==> src/rtl/regfile_pkg.sv <==
// Shared types and helpers for the multi-port register file.
package regfile_pkg;

    typedef enum logic {
        RF_CLEAR,
        RF_RUN
    } rf_state_t;

    localparam int RF_MAX_WR = 4;

    function automatic int clog2(input int value);
        int result;
        int v;
        result = 0;
        v = value - 1;
        while (v > 0) begin
            result++;
            v = v >> 1;
        end
        return result;
    endfunction

endpackage

==> src/rtl/regfile_clear_seq.sv <==
// Post-reset clear sequencer: walks the bank one entry per cycle, then raises Ready.
// Also flags user writes that arrive before the bank is ready.
module regfile_clear_seq
    import regfile_pkg::*;
#(
    parameter int DATA_W     = 32,
    parameter int DEPTH      = 32,
    parameter int ADDR_W     = clog2(DEPTH),
    parameter int NUM_WR     = 1,
    parameter int INIT_INDEX = 1
) (
    input  logic              Clk,
    input  logic              Reset,
    input  logic [NUM_WR-1:0] WrEn,
    output logic              Ready,
    output logic              WrDropped,
    output logic              ClrEn,
    output logic [ADDR_W-1:0] ClrAddr,
    output logic [DATA_W-1:0] ClrData
);

    rf_state_t         state;
    rf_state_t         state_next;
    logic [ADDR_W-1:0] cnt;
    logic [ADDR_W-1:0] cnt_next;
    logic              dropped_next;

    always_ff @(posedge Clk) begin
        if (Reset) begin
            state     <= RF_CLEAR;
            cnt       <= '0;
            WrDropped <= 1'b0;
        end else begin
            state     <= state_next;
            cnt       <= cnt_next;
            WrDropped <= dropped_next;
        end
    end

    // The reset cycle itself must leave the array alone, hence ClrEn is masked by Reset.
    always_comb begin
        state_next   = state;
        cnt_next     = cnt;
        ClrEn        = 1'b0;
        dropped_next = (state != RF_RUN) && (|WrEn);
        if (state == RF_CLEAR) begin
            ClrEn = !Reset;
            if (cnt == ADDR_W'(DEPTH - 1)) begin
                state_next = RF_RUN;
                cnt_next   = '0;
            end else begin
                cnt_next = cnt + ADDR_W'(1);
            end
        end
    end

    assign Ready   = (state == RF_RUN);
    assign ClrAddr = cnt;
    assign ClrData = (INIT_INDEX != 0) ? DATA_W'(cnt) : '0;

endmodule

==> src/rtl/regfile_multiport.sv <==
// Parametrised multi-port register file with post-reset clear sequencer.
// Optional same-cycle write-to-read forwarding is enabled by defining REGFILE_BYPASS_EN.
module regfile_multiport
    import regfile_pkg::*;
#(
    parameter int DATA_W     = 32,
    parameter int DEPTH      = 32,
    parameter int ADDR_W     = clog2(DEPTH),
    parameter int NUM_RD     = 2,
    parameter int NUM_WR     = 1,
    parameter int ZERO_REG   = 1,
    parameter int INIT_INDEX = 1
) (
    input  logic                     Clk,
    input  logic                     Reset,
    input  logic [NUM_RD*ADDR_W-1:0] RdAddr,
    output logic [NUM_RD*DATA_W-1:0] RdData,
    input  logic [NUM_WR-1:0]        WrEn,
    input  logic [NUM_WR*ADDR_W-1:0] WrAddr,
    input  logic [NUM_WR*DATA_W-1:0] WrData,
    output logic                     Ready,
    output logic                     WrDropped
);

    if (NUM_WR < 1 || NUM_WR > RF_MAX_WR) begin : g_bad_num_wr
        $error("regfile_multiport: NUM_WR out of range");
    end

    logic [DATA_W-1:0] bank [DEPTH];

    logic              clr_en;
    logic [ADDR_W-1:0] clr_addr;
    logic [DATA_W-1:0] clr_data;

    logic [ADDR_W-1:0] wr_addr [NUM_WR];
    logic [DATA_W-1:0] wr_data [NUM_WR];
    logic [NUM_WR-1:0] wr_commit;

    logic [ADDR_W-1:0] rd_addr;
    logic [DATA_W-1:0] rd_val;

    function automatic logic in_range(input logic [ADDR_W-1:0] addr);
        return int'(addr) < DEPTH;
    endfunction

    function automatic logic is_zero_reg(input logic [ADDR_W-1:0] addr);
        return (ZERO_REG != 0) && (addr == '0);
    endfunction

    regfile_clear_seq #(
        .DATA_W     (DATA_W),
        .DEPTH      (DEPTH),
        .ADDR_W     (ADDR_W),
        .NUM_WR     (NUM_WR),
        .INIT_INDEX (INIT_INDEX)
    ) u_clear_seq (
        .Clk       (Clk),
        .Reset     (Reset),
        .WrEn      (WrEn),
        .Ready     (Ready),
        .WrDropped (WrDropped),
        .ClrEn     (clr_en),
        .ClrAddr   (clr_addr),
        .ClrData   (clr_data)
    );

    // Out-of-range and zero-register writes are dropped silently, without WrDropped.
    always_comb begin
        for (int p = 0; p < NUM_WR; p++) begin
            wr_addr[p]   = WrAddr[p*ADDR_W +: ADDR_W];
            wr_data[p]   = WrData[p*DATA_W +: DATA_W];
            wr_commit[p] = WrEn[p] && Ready && !Reset
                           && in_range(wr_addr[p]) && !is_zero_reg(wr_addr[p]);
        end
    end

    // Later loop iterations override earlier ones, so the highest port wins a conflict.
    always_ff @(posedge Clk) begin
        if (clr_en) begin
            bank[clr_addr] <= clr_data;
        end else begin
            for (int p = 0; p < NUM_WR; p++) begin
                if (wr_commit[p]) begin
                    bank[wr_addr[p]] <= wr_data[p];
                end
            end
        end
    end

    always_comb begin
        RdData  = '0;
        rd_addr = '0;
        rd_val  = '0;
        for (int p = 0; p < NUM_RD; p++) begin
            rd_addr = RdAddr[p*ADDR_W +: ADDR_W];
            rd_val  = '0;
            if (Ready && in_range(rd_addr) && !is_zero_reg(rd_addr)) begin
                rd_val = bank[rd_addr];
`ifdef REGFILE_BYPASS_EN
                for (int q = 0; q < NUM_WR; q++) begin
                    if (WrEn[q] && (wr_addr[q] == rd_addr)) begin
                        rd_val = wr_data[q];
                    end
                end
`endif
            end
            RdData[p*DATA_W +: DATA_W] = rd_val;
        end
    end

endmodule
==> config.mk <==
export PLATFORM = sky130hd
export DESIGN_NAME = regfile_multiport
export DESIGN_NICKNAME = d
export VERILOG_FILES = /design/src/rtl/regfile_pkg.sv /design/src/rtl/regfile_clear_seq.sv /design/src/rtl/regfile_multiport.sv
export SDC_FILE = /design/constraint.sdc
export NUM_CORES = 1
export LEC_CHECK = 0
export CAP_MARGIN = 0
export CORE_UTILIZATION = 44
export CTS_CLUSTER_DIAMETER = 80
export DETAILED_ROUTE_END_ITERATION = 16
export GPL_TIMING_DRIVEN = 1
export SLEW_MARGIN = 10
export SYNTH_ARGS = -nofsm -noshare
export SYNTH_HDL_FRONTEND = slang
export SYNTH_HIERARCHICAL = 1
export SYNTH_SLANG_ARGS = --single-unit
==> constraint.sdc <==
create_clock -name Clk -period 10.6 [get_ports Clk]
set_input_delay 2.12 -clock Clk [delete_from_list [all_inputs] [get_ports Clk]]
set_output_delay 2.12 -clock Clk [all_outputs]
set_load 0.01 [all_outputs]
==> reports/qor.yml <==
placement:
  numPlacedInstances: 3880
  pre_cts_slack_ns: 2.02
  dpl.hpwl_um: 84600
  portBuffers: 115
  postPlaceCellArea_um2: 51000
  gp_congestion: 0.814
cells_and_area:
  utilization_pct: 50.2
  regArea_um2: 30900
  antenna_cells: 0
  final_area_um2: 54500
  nets: 2627
  fillers: 8642
  final_cells: 4078
  drive_above_1_share_pct: 28.6
  multi_input_area_um2: 16400
  final_cell_mix: "edfxtp_1, mux4_2, mux2i_1, clkbuf_16, clkdlybuf4s50_1"
  final_common_cell: "edfxtp_1"
  syn2layout_area_growth_pct: 13.2
grt:
  grt_pass1_vias: 28662
  grt_max_degree: 124
  grt-ovfl-total: 0
  grt_pass1_wl_um: 216000
  antenna_found_initial: 4
  grt_use_total_pct: 27.5
worst_hold_path:
  hold_class: "register to register"
  hold_path_depth: 2
yosys:
  ys_ff_latch: 1031
  synth.yosys.seq_area_share_pct: 64.1
  ys_types: 49
  postSynthAreaPerCell_um2: 19.5
  synth_top_flop_cell: "edfxtp_1"
  syn_inst: 2470
  synthArstFlopShare_pct: 0
  yosys_warnings: 6
  synth_edf_count: 1024
  netlist_area_um2: 48200
critical_path:
  cp.required_ns: 8.48
  crit_path_start_kind: "input port"
  crit_top_cell: "clkdlybuf4s50_1"
  cp.depth: 7
  crit_arrival_ns: 6.50
  cp-end-kind: "output port"
  crit_slowest_cell: "or3_2"
  critPathMaxFanout: 21
  crit_family: "buffers and inverters"
  rr_worst_depth: 7
  crit_chain: "clkdlybuf4s50_1 > or3_2 > buf_4 > o22ai_1 > a2111oi_1 > nor3_1 > clkdlybuf4s50_1"
  path_buf_inv: 3
  crit_type: "input port to output port"
  slowest_delay_ns: 1.07
floorplanning:
  pin_count: 116
  start_util_pct: 44.3
  core_area_um2: 109000
  row_count: 121
  die_w_um: 333
  die_h_um: 333
  die-area_um2: 111000
clock_tree:
  cts_made_buffers: 107
  cts_setup_buffers: 0
  ctsResizeCount: 0
  cts-htree-levels: 3
  clk_latency_ns: 0.71
  cts_hold_buf: 0
  root_buffer: "clkbuf_16"
  cts_sinks: 1031
  tritoncts: "yes"
  clk_pin_slew_worst_paths_ns: 0.06
  cts_max_path_buffers: 3
power_and_ir_drop:
  p_leak_nw: 17.5
  powerDensity_nw_per_um2: 166
  irDropWorstVdd_mv: 0.126
  total_power_mw: 9.04
route:
  drt_wl_total_um: 152000
  firstDrtPassIters: 7
  via_per_inst: 6.87
  dr.first_iter.drc_count: 3659
  drc: 0
  vias: 28020
  wl_per_cell_um: 37.2
  ant_nets: 0
timing:
  maxSlewViolCount: 0
  worst_pin_slew_ns: 1.14
  clock_skew_ns: 0.0376
  finalHoldViolCount: 0
  setup_slack_ns: 1.98
  finalSetupTns_ns: 0
  holdWs_ns: 0.590
  layout_min_cycle_time_ns: 8.62
  setup-violations-final: 0
  slew_headroom_pct: 23.5
  rsz0062_at_grt: "false"
  fmax_mhz: 116
  period_share_pct: 81.4
outcome:
  run_status: "complete, no violations"
flow_run:
  max-cap-violations: 0
-- cells by family after synthesis --
kind of cell             share of synthesized area (%)
adder cells (fa/ha/maj)                         0.0519
other                                          0.00779
multiplexers                                      26.3
buffers and inverters                             2.55
flip-flops                                        64.1
AO/OA/AOI/OAI                                     4.84
AND/OR/NAND/NOR                                   2.09
-- cell type report --
class                           instances  share of cell area, %
Clock inverter                         71                   1.35
Inverter                                3                 0.0206
Timing Repair Buffer                  200                   3.40
Tap cell                             1414                   3.24
Multi-Input combinational cell       1232                   30.1
Clock buffer                          127                   5.20
Sequential cell                      1031                   56.6
-- cell usage after synthesis, drive strengths merged, types with 2 or more instances --
| cell type | count | area share [%] |
|---|---|---|
| dfxtp | 7 | 0.29 |
| nor3 | 58 | 0.61 |
| mux2i | 257 | 5.3 |
| nor2b | 2 | 0.026 |
| o22a | 33 | 0.60 |
| a31oi | 5 | 0.065 |
| o221ai | 64 | 1.2 |
| mux4 | 449 | 21 |
| o31a | 2 | 0.036 |
| o22ai | 31 | 0.40 |
| a22o | 62 | 1.1 |
| a21oi | 7 | 0.073 |
| inv | 3 | 0.023 |
| ha | 2 | 0.052 |
| o21ai | 8 | 0.083 |
| nand3 | 2 | 0.021 |
| a211oi | 32 | 0.50 |
| buf | 125 | 1.7 |
| clkbuf | 105 | 0.82 |
| nand2 | 103 | 0.80 |
| and3 | 4 | 0.052 |
| and2 | 2 | 0.026 |
| nand2b | 3 | 0.039 |
| or3b | 2 | 0.036 |
| a2111oi | 31 | 0.72 |
| nand3b | 6 | 0.094 |
| or3 | 2 | 0.026 |
| edfxtp | 1024 | 64 |
| nor2 | 26 | 0.20 |
-- where the power goes --
part | leakage (nW) | internal [mW] | switching, mW
registers | 9.32 | 4.52 | 0.0141
clock network | 1.75 | 2.25 | 1.63
logic | 6.45 | 0.264 | 0.374
total | 17.5 | 7.03 | 2.01
-- state kept, by name, summed over array words and instances, names as in the netlist --
register               flops
u_clear_seq/Ready          1
u_clear_seq/WrDropped      1
u_clear_seq/ClrAddr        5
bank                    1024
-- worst register-to-register path, cell delays in order (launching register included) --
cell and delay (ns):
dfxtp_1 0.92, nor2_1 0.26, nand4bb_1 0.37, a21oi_4 0.19, buf_4 0.50, o21ai_0 0.43, nor3_2 0.74, buf_4 0.79
-- per-layer routing --
metal,GRT usage [%],vias to the layer above,part of all wire [%]
li1,-,10889,-
met1,39.4,15204,40
met2,43.2,1686,47
met3,5.79,235,10
met4,6.80,6,2.4
met5,0,-,0.023
-- worst paths after layout --
kind | slack [ns] | endpoint | from
hold reg to reg | 0.59 | u_clear_seq/ClrAddr[3]$_SDFFE_PP0N_ | u_clear_seq/ClrAddr[2]$_SDFFE_PP0N_
hold / removal | 0.59 | u_clear_seq/ClrAddr[3]$_SDFFE_PP0N_ | u_clear_seq/ClrAddr[2]$_SDFFE_PP0N_
setup reg to reg | 5.95 | bank[8][28]$_DFFE_PP_ | u_clear_seq/Ready$_SDFF_PP0_
setup / recovery | 1.98 | RdData[45] | RdAddr[8]
Power figures use the tool's default switching activity.
